===== config.mk =====
export PLATFORM = sky130hd
export DESIGN_NAME = rr_outport_aggr
export DESIGN_NICKNAME = d
export VERILOG_FILES = /design/src/rtl/rr_outport_aggr_pkg.sv /design/src/rtl/rr_outport_aggr_fifo.sv /design/src/rtl/rr_outport_aggr.sv
export SDC_FILE = /design/constraint.sdc
export NUM_CORES = 1
export LEC_CHECK = 0
export CORE_MARGIN = 5
export CORE_UTILIZATION = 56
export DETAILED_ROUTE_END_ITERATION = 8
export GPL_ROUTABILITY_DRIVEN = 0
export GPL_TIMING_DRIVEN = 1
export PLACE_DENSITY = 0.85
export SKIP_CTS_REPAIR_TIMING = 1
export SYNTH_ARGS = -nofsm -noshare
export SYNTH_HDL_FRONTEND = slang
export SYNTH_SLANG_ARGS = --single-unit

===== constraint.sdc =====
create_clock -name clk -period 4.5 [get_ports clk]
set_clock_uncertainty 0.2 [all_clocks]
set_input_delay 0.9 -clock clk [delete_from_list [all_inputs] [get_ports clk]]
set_output_delay 0.9 -clock clk [all_outputs]
set_load 0.02 [all_outputs]

===== src/rtl/rr_outport_aggr_pkg.sv =====
// Shared constants, mode codes and round-robin helpers for the aggregated
// output-port rewrite stage.
`timescale 1ns/1ps
package rr_outport_aggr_pkg;

    // Module-header ctrl value identifying the IO queue stage header
    localparam logic [7:0]  IO_QUEUE_STAGE_NUM = 8'hff;
    // Bit position of the 16-bit one-hot dst_port field in that header
    localparam int unsigned IOQ_DST_PORT_POS   = 0;

    typedef enum logic [1:0] {
        OUT_AGGR_MODE_PASS = 2'b00,
        OUT_AGGR_MODE_RR   = 2'b01
    } out_aggr_mode_t;

    typedef enum logic {
        WAIT_HDR = 1'b0,
        IN_PKT   = 1'b1
    } aggr_state_t;

    // MAC ports live on the even dst_port bits; collapse them to a 4-bit set
    function automatic logic [3:0] mac_members(input logic [15:0] mask);
        return {mask[6], mask[4], mask[2], mask[0]};
    endfunction

    // Lowest MAC index present in the mask, 0 when the mask has none
    function automatic logic [1:0] first_member(input logic [15:0] mask);
        logic [3:0] m;
        logic [1:0] r;
        logic [1:0] cand;
        logic       found;
        m     = mac_members(mask);
        r     = 2'd0;
        found = 1'b0;
        for (int unsigned i = 0; i < 4; i++) begin
            cand = 2'(i);
            if (!found && m[cand]) begin
                r     = cand;
                found = 1'b1;
            end
        end
        return r;
    endfunction

    // Next MAC index after ptr (wrapping 3->0) present in the mask;
    // a single-member mask returns ptr itself, an empty one leaves ptr alone
    function automatic logic [1:0] next_member(input logic [1:0] ptr,
                                               input logic [15:0] mask);
        logic [3:0] m;
        logic [1:0] r;
        logic [1:0] cand;
        logic       found;
        m     = mac_members(mask);
        r     = ptr;
        found = 1'b0;
        for (int unsigned i = 1; i <= 4; i++) begin
            cand = ptr + 2'(i);
            if (!found && m[cand]) begin
                r     = cand;
                found = 1'b1;
            end
        end
        return r;
    endfunction

endpackage


===== src/rtl/rr_outport_aggr_fifo.sv =====
// Small first-word-fall-through FIFO: dout always shows the head entry.
// Writes while full are dropped; nearly_full leaves one slot of margin.
`timescale 1ns/1ps
module fallthrough_small_fifo #(
    parameter int unsigned WIDTH          = 72,
    parameter int unsigned MAX_DEPTH_BITS = 3
) (
    input  logic             clk,
    input  logic             reset,
    input  logic [WIDTH-1:0] din,
    input  logic             wr_en,
    input  logic             rd_en,
    output logic [WIDTH-1:0] dout,
    output logic             nearly_full,
    output logic             empty
);

    localparam int unsigned                DEPTH      = 1 << MAX_DEPTH_BITS;
    localparam logic [MAX_DEPTH_BITS:0]    DEPTH_FULL = (MAX_DEPTH_BITS+1)'(DEPTH);
    localparam logic [MAX_DEPTH_BITS:0]    DEPTH_NEAR = (MAX_DEPTH_BITS+1)'(DEPTH - 1);

    logic [WIDTH-1:0]          r_mem [DEPTH];
    logic [MAX_DEPTH_BITS-1:0] r_wr_ptr;
    logic [MAX_DEPTH_BITS-1:0] r_rd_ptr;
    logic [MAX_DEPTH_BITS:0]   r_count;
    logic                      w_full;
    logic                      w_push;
    logic                      w_pop;

    assign w_full      = (r_count == DEPTH_FULL);
    assign w_push      = wr_en && !w_full;
    assign w_pop       = rd_en && (r_count != '0);
    assign empty       = (r_count == '0);
    assign nearly_full = (r_count >= DEPTH_NEAR);
    assign dout        = r_mem[r_rd_ptr];

    // Storage array, no reset needed: entries are only read once counted
    always_ff @(posedge clk) begin
        if (w_push) begin
            r_mem[r_wr_ptr] <= din;
        end
    end

    // Pointer and occupancy bookkeeping; reset flushes the FIFO
    always_ff @(posedge clk) begin
        if (reset) begin
            r_wr_ptr <= '0;
            r_rd_ptr <= '0;
            r_count  <= '0;
        end else begin
            if (w_push) begin
                r_wr_ptr <= r_wr_ptr + 1'b1;
            end
            if (w_pop) begin
                r_rd_ptr <= r_rd_ptr + 1'b1;
            end
            case ({w_push, w_pop})
                2'b10:   r_count <= r_count + 1'b1;
                2'b01:   r_count <= r_count - 1'b1;
                default: r_count <= r_count;
            endcase
        end
    end

endmodule


===== src/rtl/rr_outport_aggr.sv =====
// Output-port aggregation stage: spreads packets addressed to an aggregated
// MAC group round-robin across its members by rewriting the one-hot dst_port
// field of the IO queue module header. Everything else passes untouched.
`timescale 1ns/1ps
module rr_outport_aggr
    import rr_outport_aggr_pkg::*;
#(
    parameter int unsigned DATA_WIDTH      = 64,
    parameter int unsigned CTRL_WIDTH      = DATA_WIDTH / 8,
    parameter logic [15:0] AGGR_PORT_MASK  = 16'h0055,
    parameter int unsigned FIFO_DEPTH_BITS = 2
) (
    input  logic                  clk,
    input  logic                  reset,
    input  logic [DATA_WIDTH-1:0] in_data,
    input  logic [CTRL_WIDTH-1:0] in_ctrl,
    input  logic                  in_wr,
    output logic                  in_rdy,
    output logic [DATA_WIDTH-1:0] out_data,
    output logic [CTRL_WIDTH-1:0] out_ctrl,
    output logic                  out_wr,
    input  logic                  out_rdy,
    input  logic [1:0]            outport_sel,
    output logic                  state,
    output logic                  eop
);

    localparam logic              HAS_MEMBER = |mac_members(AGGR_PORT_MASK);
    localparam logic [1:0]        RR_START   = first_member(AGGR_PORT_MASK);
    localparam logic [CTRL_WIDTH-1:0] IOQ_CTRL = CTRL_WIDTH'(IO_QUEUE_STAGE_NUM);

    logic [CTRL_WIDTH+DATA_WIDTH-1:0] w_fifo_dout;
    logic [DATA_WIDTH-1:0]            w_fifo_data;
    logic [CTRL_WIDTH-1:0]            w_fifo_ctrl;
    logic                             w_fifo_empty;
    logic                             w_fifo_nearly_full;
    logic                             w_pop;
    logic [15:0]                      w_dp;
    logic                             w_rewrite;
    logic [DATA_WIDTH-1:0]            w_out_data;

    aggr_state_t           r_state;
    logic [1:0]            r_rr_ptr;
    logic                  r_eop;
    logic                  r_out_wr;
    logic [DATA_WIDTH-1:0] r_out_data;
    logic [CTRL_WIDTH-1:0] r_out_ctrl;

    fallthrough_small_fifo #(
        .WIDTH          (CTRL_WIDTH + DATA_WIDTH),
        .MAX_DEPTH_BITS (FIFO_DEPTH_BITS)
    ) u_in_fifo (
        .clk         (clk),
        .reset       (reset),
        .din         ({in_ctrl, in_data}),
        .wr_en       (in_wr),
        .rd_en       (w_pop),
        .dout        (w_fifo_dout),
        .nearly_full (w_fifo_nearly_full),
        .empty       (w_fifo_empty)
    );

    assign {w_fifo_ctrl, w_fifo_data} = w_fifo_dout;
    assign in_rdy = !w_fifo_nearly_full;
    assign w_pop  = out_rdy && !w_fifo_empty;
    assign w_dp   = w_fifo_data[IOQ_DST_PORT_POS +: 16];

    // Mode is looked at only here, i.e. at the instant the header is popped
    assign w_rewrite = w_pop && (r_state == WAIT_HDR) && (w_fifo_ctrl == IOQ_CTRL)
                    && (outport_sel == OUT_AGGR_MODE_RR)
                    && ((w_dp & AGGR_PORT_MASK) != '0) && HAS_MEMBER;

    // Rewrite mux: swap the group bits for the single currently selected member
    always_comb begin
        w_out_data = w_fifo_data;
        if (w_rewrite) begin
            w_out_data[IOQ_DST_PORT_POS +: 16] =
                (w_dp & ~AGGR_PORT_MASK) | (16'h1 << {r_rr_ptr, 1'b0});
        end
    end

    // Registered output word: presented the cycle after it leaves the FIFO
    always_ff @(posedge clk) begin
        if (reset) begin
            r_out_wr   <= 1'b0;
            r_out_data <= '0;
            r_out_ctrl <= '0;
        end else begin
            r_out_wr <= w_pop;
            if (w_pop) begin
                r_out_data <= w_out_data;
                r_out_ctrl <= w_fifo_ctrl;
            end
        end
    end

    // Packet framing FSM, end-of-packet pulse and round-robin pointer
    always_ff @(posedge clk) begin
        if (reset) begin
            r_state  <= WAIT_HDR;
            r_eop    <= 1'b0;
            r_rr_ptr <= RR_START;
        end else begin
            r_eop <= 1'b0;
            if (w_pop) begin
                case (r_state)
                    WAIT_HDR: begin
                        if (w_fifo_ctrl == '0) begin
                            r_state <= IN_PKT;
                        end
                    end
                    IN_PKT: begin
                        if (w_fifo_ctrl != '0) begin
                            r_state <= WAIT_HDR;
                            r_eop   <= 1'b1;
                        end
                    end
                endcase
            end
            if (w_rewrite) begin
                r_rr_ptr <= next_member(r_rr_ptr, AGGR_PORT_MASK);
            end
        end
    end

    assign out_wr   = r_out_wr;
    assign out_data = r_out_data;
    assign out_ctrl = r_out_ctrl;
    assign state    = r_state;
    assign eop      = r_eop;

endmodule


==> metrics, run 1 <==
syn_area_per_cell between 15 and 20 sq um; P&R area growth vs syn 22.6%; ys async rst share 0%; GRT Util Overall between 20% and 30%; Slew @ Worst Pin slightly above 900 ps; CP max-delay cell and2_4; xor and xnor area share after synthesis 0.387%; CTS tree done; setup TNS 0 ps; router iterations before antenna repair 5; DR WL/cell 21.9 microns; final worst-path cycle share 67.8%; share of layout cells above drive strength 1 about 15%; worst hold path class register to register; multi-input logic area 0.00300 sq mm; number of nets in the layout 1018; Max-Slew Margin vs Limit 38.7%; # setup viols final 0; Yosys cell types 30; Final Hold Fails 0; Yosys top cell area share 63.8%; DRC Markers 0; Top delay family on crit path buffers and inverters; Num Clock Sinks 374; main flop type after synthesis edfxtp_1; vias in the first global route between 7000 and 8000; Synth Warn # 0; Simple-Gate Fraction of Synth Area 5.03%; synth top area cells edfxtp_1 64%, dfxtp_1 13%, mux4_2 11%, nand2_1 3.8%, a21oi_1 2.7%; CP endpoint u_in_fifo.r_mem[3][34]; top cells by count, synth 288 x edfxtp_1, 139 x nand2_1, 86 x dfxtp_1; initial antenna violation count 1; mux share of post-synthesis cell area 12.5%; outcome finished clean; detailed placement HPWL 16.6 mm; Yosys top cell by area edfxtp_1; I/O pins ~150; crit path from in_wr; Cell Rows 57; kind of end point of the critical path register; CTS root buf clkbuf_16; TritonCTS Buffers 36; WP data arrival 3060 ps; flops & latches, synth 374; via/cell ratio approximately 5.7; most frequent cell after synthesis edfxtp_1; Post-DRT Antenna Nets 0; first-pass GRT wire length 44.9 mm; max frequency 328 MHz; Cells after Synth 766; I/O Buffers 153; Max-cap violations 0; PwrDens 582 mW/mm^2; Die W 166 microns; largest family of logic cells by synthesized area multiplexers; vias approximately 7300; Design Area, Final 0.0166 sq mm; Syn Nets 854; Final Critical Period 3050 ps; grt total ovfl 0; max-slew violation count 0; Worst Path Required 4510 ps; RSZ-0062 raised after global routing no; final wirelength ~28 mm; worst setup path class primary input to register; compound-cell area share of the yosys netlist 3.05%; Final Util 69.0%; htree depth 2; area share of fa/ha/maj cells after synthesis 0.978%; sequential-to-total area share from yosys stat 76.4%; CP Cell Sequence clkdlybuf4s50_1, inv_1, a31oi_1, and2_4, buf_4; Post-synth EDFFs between 200 and 300; CP Max Fanout 40; die height 166 microns; Placement Cell Area 0.0155 sq mm; worst vdd ir 498 uV; DIE AREA 0.0274 sq mm; reg2reg end out_data[6]; Max Root-Sink Buffers 3; Buffers & Inverters on Critical Path 3; sequential cell area 0.0104 sq mm; Clock Latency Late Sink about 520 ps; reg2reg path depth 6; post-synthesis cell area between 0.01 and 0.015 sq mm; R2R setup slack between 1000 and 1500 ps; largest net degree at the start of global routing 85; Core ar. 0.0241 sq mm; filler cell count approximately 1600; peak per-stage delay on the critical path 680 ps; ant diodes 0; CTS clock-pin slew for the worst setup and hold paths 60 ps; First DRT Iteration DRCs 613; initial core utilization 56.3%; Leakage between 5 and 6 nW; CP Launch Type primary input; WP depth 5
-- per-stage QoR --
step / setup slack [ps] / total power [mW] / hold WS, ps / cells
finish: 1450 / 9.68 / 252 / 1280
global route: 1150 / 10.1 / 278 / 1280
CTS: 1370 / 9.77 / 256 / 1280
detailed placement: 914 / 6.84 / 247 / 1216
global placement: 1050 / 6.76 / 243 / 1216
floorplan: 809 / 5.98 / 284 / 766
-- cell families (layout without fill, tap and decap cells) --
group / count (synthesis) / after routing
adders and majority gates: 10 / 10
AOI/OAI and AO/OA: 80 / 80
and+or+nand+nor: 168 / 168
DFF: 374 / 374
muxes: 78 / 78
buffers and inverters: 50 / 240
xor gates and xnor gates: 6 / 6
-- worst min-delay path, delay by kind of cell, from the launching register on --
| family | cells | cell delay [ps] |
|---|---|---|
| simple gates | 1 | 50 |
| compound gates | 1 | 50 |
| flops | 1 | 300 |
-- worst min path at each step --
stage                           end                 start  depth (start not counted)  slack, ps
6_report                out_ctrl[4]           out_ctrl[4]                          2        250
3_3_place_gp           out_data[17]          out_data[17]                          2        240
3_5_place_dp            out_ctrl[6]           out_ctrl[6]                          2        250
5_1_grt                 out_ctrl[6]           out_ctrl[6]                          2        280
4_1_cts                 out_ctrl[6]           out_ctrl[6]                          2        260
2_1_floorplan  u_in_fifo.r_count[2]  u_in_fifo.r_count[2]                          2        280
-- state kept, by name, indices dropped and copies added, names as in the netlist, named ones only --
name and flops:
u_in_fifo.r_count 3, r_rr_ptr 2, eop 1, out_data 64
state 1, u_in_fifo.r_rd_ptr 2, out_ctrl 8, out_wr 1
u_in_fifo.r_wr_ptr 2, u_in_fifo.r_mem 288
-- per-layer routing --
metal,vias to the layer above,share of wire (%),track usage (%)
li1,3249,-,-
met1,3672,41,28.6
met2,289,49,33.7
met3,54,7.2,5.03
met4,2,2.3,5.52
met5,-,0.046,0
-- placed cells by master (no fill, tap or decap), types with 4 or more instances in the layout --
cell             instances
a211oi_1                 4
a21oi_1                 73
and2_4                   4
buf_4                   11
clkbuf_1                13
clkbuf_16               37
clkbuf_8                 6
clkdlybuf4s50_1        152
clkinv_1                 4
dfxtp_1                 84
edfxtp_1               288
ha_1                     9
inv_1                    9
mux2i_1                  6
mux4_2                  69
nand2_1                139
nor2_1                  16
-- power by group --
| group | internal, mW | total [mW] | switching (mW) |
|---|---|---|---|
| logic | 1.07 | 2.22 | 1.15 |
| clock network | 1.73 | 2.92 | 1.20 |
| registers | 4.23 | 4.54 | 0.315 |
| total | 7.02 | 9.68 | 2.66 |
-- layout make-up --
cell class,instances,area share (%)
well taps,324,2.44
clock inverters,8,0.512
repair buffers,166,10.0
inverters,10,0.233
multi-input cells,342,18.0
clock buffers,56,6.36
flip-flops and latches,374,62.4
Note: power is estimated with default switching activity, not from simulation.
==> run 2: changes to the inputs <==
Clock period 4.5 ns to 3.1 ns, I/O delays scaled along.
==> run 2 against run 1 <==
Effect of this change:
- core utilization is 0.80 points higher
- power up 47%
- count of clock-buffer cells in the layout decreased by 3
- sequential share of layout area shrank 0.72 points
- die area did not move
- critical path depth unchanged
- critical endpoint is now out_data[2]
==> metrics, run 2 (synthesis gave the netlist of run 1 again) <==
I/O Buffers 153 (unchanged); number of nets in the layout 1024 (was 1018); Final WS setup 579 ps (was 1450 ps); Max-cap violations 0 (unchanged); Cell Rows 57 (unchanged); share of layout cells above drive strength 1 16.1% (was 14.6%); filler cell count 1548 (was 1568); Biggest register u_in_fifo.r_mem (unchanged); final worst-path cycle share between 80% and 90%; Slew @ Worst Pin 812 ps (was 919 ps); WL met3 1.69 mm (was 2.03 mm); Num Clock Sinks 374 (unchanged); CP max-delay cell mux4_1 (was and2_4); Max Root-Sink Buffers 3 (unchanged); WP data arrival 2740 ps (was 3060 ps); CTS tree done (unchanged); final wirelength 26.8 mm (was 28.0 mm); DRC Markers 0 (unchanged); CTS clock-pin slew for the worst setup and hold paths 60 ps (about the same); vias in the first global route 7490 (was 7816); DIE AREA 0.0274 sq mm (unchanged); die height 166 microns (unchanged); Worst Path Required 3320 ps (was 4510 ps); RSZ-0062 raised after global routing no (unchanged); GRT Util Overall 19.5% (was 20.7%); CTS root buf clkbuf_16 (unchanged); P&R area growth vs syn 24.0% (was 22.6%); worst vdd ir 662 uV (was 498 uV); max frequency 397 MHz; Die W 166 microns (unchanged); Final Hold Fails 0 (unchanged); worst hold path class register to register (unchanged); Core ar. 0.0241 sq mm (unchanged); via/cell ratio 5.57 (was 5.68); Final Critical Period 2520 ps; Final Util 69.8% (was 69.0%); Leakage 5.44 nW (was 5.34 nW); Post-DRT Antenna Nets 0 (unchanged); vias 7183 (was 7266); largest net degree at the start of global routing 80 (was 85); WL met2 13.5 mm (was 13.8 mm); initial antenna violation count 5 (was 1); first-pass GRT wire length 42.1 mm (was 44.9 mm); CP Cell Sequence mux4_1, nor4_1, nor4_4, mux2i_1, a211oi_1 (was clkdlybuf4s50_1, inv_1, a31oi_1, and2_4, buf_4); max FFs per register 288 (unchanged); TritonCTS Buffers 37 (was 36); Power Total 14.2 mW (was 9.68 mW); max-slew violation count 0 (unchanged); most frequent cells in the layout 288 x edfxtp_1, 152 x clkdlybuf4s50_1, 139 x nand2_1 (unchanged); outcome finished clean (unchanged); router iterations before antenna repair 5 (unchanged); kind of end point of the critical path register (unchanged); I/O pins 154 (unchanged); First DRT Iteration DRCs 520 (was 613); most common cell after layout, fill and taps aside edfxtp_1 (unchanged); Metal-1 WL 11.1 mm (was 11.5 mm); PwrDens 845 mW/mm^2 (was 582 mW/mm^2); Clock Latency Late Sink 510 ps (was 520 ps); initial core utilization 56.3% (unchanged); Top delay family on crit path multiplexers (was buffers and inverters); CP Launch Type register (was primary input); Max-Slew Margin vs Limit 45.8% (was 38.7%); peak per-stage delay on the critical path 650 ps (was 680 ps); # setup viols final 0 (unchanged); DP Worst Slack 232 ps (was 914 ps); Buffers & Inverters on Critical Path 0 (was 3); worst setup path class register to register (was primary input to register); grt total ovfl 0 (unchanged); Top Layer Used met5 (unchanged); htree depth 2 (unchanged); setup TNS 0 ps (unchanged); CP Max Fanout 20 (was 40); detailed placement HPWL 16.1 mm (was 16.6 mm); DR WL/cell 20.8 microns (was 21.9 microns); hold path startpoint out_data[59] (was out_ctrl[4])
run 2: cell count changes in the layout (fill, tap and decap cells not counted), moves of 2 or more:
| cell | change |
|---|---|
| buf_12 | +6 |
| clkbuf_1 | -4 |
| clkbuf_16 | +3 |
| clkbuf_8 | -2 |
| clkinv_1 | -2 |
| clkinv_2 | +7 |
| inv_6 | +2 |
run 2: final timing paths:
kind	depth (start not counted)	end	slack (ps)
hold / removal	2	out_data[59]	250
setup reg to reg	5	out_data[2]	580
setup / recovery	5	out_data[2]	580
hold reg to reg	2	out_data[59]	250
run 2: report_power, final:
part / total [mW] / switching [mW] / internal (mW)
sequential: 6.48 / 0.343 / 6.13
combinational: 3.35 / 1.75 / 1.59
clock: 4.38 / 1.75 / 2.63
total: 14.2 / 3.85 / 10.4
run 2: area by class of cell:
cell class	count	area (sq um)	share of cell area (%)
inverters	10	38.8	0.231
flip-flops and latches	374	10400	61.7
clock buffers	53	1090	6.48
well taps	324	405	2.41
multi-input cells	342	3000	17.8
repair buffers	171	1780	10.6
diodes	1	2.50	0.0149
clock inverters	15	130	0.774
run 2: worst reg2reg max path: stages (launching register included):
cell	delay, ps
dfxtp_4	580
mux4_1	650
nor4_1	450
nor4_4	150
mux2i_1	150
a211oi_1	250
run 2: metal layers:
metal,vias up,track usage (%)
li1,3258,-
met1,3649,26.3
met2,230,32.4
met3,38,4.60
met4,8,5.20
met5,-,0
run 2: stage by stage:
stage	hold slack, ps	std cells	cell area, sq um
2_1_floorplan	284	766	13600
3_3_place_gp	241	1221	15600
6_report	253	1290	16800
5_1_grt	274	1290	16800
4_1_cts	254	1289	16800
3_5_place_dp	247	1221	15600
==> run 3: changes to the inputs <==
Settings changed: CORE_UTILIZATION 56 to 50, PLACE_DENSITY 0.85 to 0.8.
Clock period 3.1 ns to 2.25 ns, I/O delays scaled along.
==> run 3 against run 2 <==
Effect of this change:
- the flow now finishes with violations (setup timing)
- core utilization fell by 5.4 points
- sequential power rose by 37%
- design area rose by 2.6%
- clock power rose by 45%
- non-clock buffer count rose by 26
- worst setup slack got worse by 580 ps
- critical path depth rose by 3
- die area rose by 11%
- routed wire length rose by 2.3%
- sequential cell count did not move
- sequential share of layout area fell by 1.5 points
- count of clock-buffer cells in the layout rose by 7
- critical path type unchanged
- highest routed layer unchanged
==> metrics, run 3 (synthesis gave the netlist of run 1 again) <==
most frequent CP cell buf_4; CP Launch Type register (unchanged); Biggest register u_in_fifo.r_mem (unchanged); Die W 175 microns (was 166 microns); via/cell ratio 5.45 (was 5.57); max frequency 444 MHz (was 397 MHz); failing checks setup timing; Slew @ Worst Pin 842 ps (was 812 ps); router iterations before antenna repair 4 (was 5); I/O Buffers 153 (unchanged); detailed placement HPWL 16.9 mm (was 16.1 mm); CP Max Fanout 5 (was 20); I/O pins 154 (unchanged); Clock Latency Late Sink 520 ps (was 510 ps); vias 7272 (was 7183); reg2reg path depth 8 (was 5); R2R setup slack -2 ps (was 580 ps); max FFs per register 288 (unchanged); Top delay family on crit path multiplexers (unchanged); vias in the first global route 7618 (was 7490); outcome finished, violations left (was finished clean); CTS clock-pin slew for the worst setup and hold paths 60 ps (about the same); Final Critical Period 2250 ps (was 2520 ps); Max-cap violations 0 (unchanged); RSZ-0062 raised after global routing yes (was no); DRC Markers 0 (unchanged); ant diodes 0 (was 1); CTS root buf clkbuf_16 (unchanged); TritonCTS Buffers 39 (was 37); reg2reg end out_data[2] (unchanged); largest net degree at the start of global routing 80 (unchanged); worst setup path class register to register (unchanged); number of nets in the layout 1052 (was 1024); worst vdd ir 710 uV (was 662 uV); PwrDens 1170 mW/mm^2 (was 845 mW/mm^2); kind of end point of the critical path register (unchanged); # setup viols final 1 (was 0); CP Cell Sequence buf_12, mux4_2, nor4_2, buf_4, nor4_4, buf_4, mux2i_1, a211oi_1 (was mux4_1, nor4_1, nor4_4, mux2i_1, a211oi_1); Max Root-Sink Buffers 3 (unchanged); Final Hold Fails 0 (unchanged); Buffers & Inverters on Critical Path 3 (was 0); CP endpoint out_data[2] (unchanged); htree depth 2 (unchanged); Core ar. 0.0268 sq mm (was 0.0241 sq mm); Design Area, Final 0.0173 sq mm (was 0.0168 sq mm); Max-Slew Margin vs Limit 43.9% (was 45.8%); hold path startpoint reset (was out_data[59]); initial core utilization 50.6% (was 56.3%); initial antenna violation count 4 (was 5); Worst Path Required 2460 ps (was 3320 ps); worst hold path class primary input to register (was register to register); CTS tree done (unchanged); filler cell count 1829 (was 1548); final hold slack 152 ps (was 253 ps); most frequent cells in the layout 288 x edfxtp_1, 151 x clkdlybuf4s50_1, 139 x nand2_1 (was 288 x edfxtp_1, 152 x clkdlybuf4s50_1, 139 x nand2_1); Num Clock Sinks 374 (unchanged); WP depth 8 (was 5); P&R area growth vs syn 27.2% (was 24.0%); Placement Cell Area 0.0159 sq mm (was 0.0156 sq mm); DIE AREA 0.0305 sq mm (was 0.0274 sq mm); final worst-path cycle share 100% (was 81.3%); fin cells 1335 (was 1290); Leakage 5.64 nW (was 5.44 nW); final wirelength 27.4 mm (was 26.8 mm); share of layout cells above drive strength 1 20.0% (was 16.1%); grt total ovfl 0 (unchanged); Post-DRT Antenna Nets 0 (unchanged); most common cell after layout, fill and taps aside edfxtp_1 (unchanged); Final WS setup -1.93 ps (was 579 ps); Cell Rows 60 (was 57); DR WL/cell 20.5 microns (was 20.8 microns); Final Util 64.4% (was 69.8%); CP max-delay cell mux4_2 (was mux4_1); WP data arrival 2470 ps (was 2740 ps); peak per-stage delay on the critical path 510 ps (was 650 ps); GRT Util Overall 17.8% (was 19.5%); first-pass GRT wire length 42.4 mm (was 42.1 mm); DP Worst Slack -378 ps (was 232 ps); max-slew violation count 0 (unchanged); Placed Instances 1261 (was 1221); die height 175 microns (was 166 microns); First DRT Iteration DRCs 461 (was 520)
[run 3: cell count changes in the layout (fill, tap and decap cells not counted), moves of 3 or more]
cell and delta:
mux4_2 +3, dfxtp_1 -3, mux4_1 -3, clkinv_2 -5
buf_12 +8, clkbuf_8 +7, buf_4 +16
[run 3: worst register-to-register path: stages, from the launching register on]
cell	delay [ps]
dfxtp_4	390
buf_12	120
mux4_2	520
nor4_2	250
buf_4	150
nor4_4	40
buf_4	160
mux2i_1	120
a211oi_1	220
[run 3: layout make-up]
cell class,instances,area [sq um],share of cell area [%]
Clock buffer,60,1210,7.00
Clock inverter,11,109,0.631
Inverter,10,38.8,0.225
Multi-Input combinational cell,342,3010,17.4
Sequential cell,374,10400,60.2
Tap cell,341,427,2.47
Timing Repair Buffer,197,2080,12.1
[run 3: metal layers]
metal,share of wire (%),track usage [%]
met3,6.9,4.46
met1,41,23.6
met4,1.7,4.52
met5,0.17,0
met2,50,29.8
[run 3: worst min path at each step]
stage | to | slack [ps] | cells after the start
2_1_floorplan | register | 280 | 2
3_3_place_gp | out_data[8] | 240 | 2
3_5_place_dp | out_data[43] | 250 | 2
4_1_cts | u_in_fifo.r_count[1] | 140 | 2
5_1_grt | u_in_fifo.r_count[1] | 160 | 2
6_report | u_in_fifo.r_count[1] | 150 | 2
[run 3: where the power goes]
group | internal (mW) | switching [mW] | leakage (nW)
Combinational | 2.42 | 2.57 | 1.64
Clock | 3.84 | 2.52 | 0.648
Sequential | 8.45 | 0.407 | 3.35
[run 3: stage by stage]
stage	TNS, ps	power, mW
after floorplan	-63840	12.0
after global placement	-9150	13.8
after detailed placement	-14000	13.9
after CTS	-388	20.3
after global routing	-480	21.1
final	-1.93	20.2
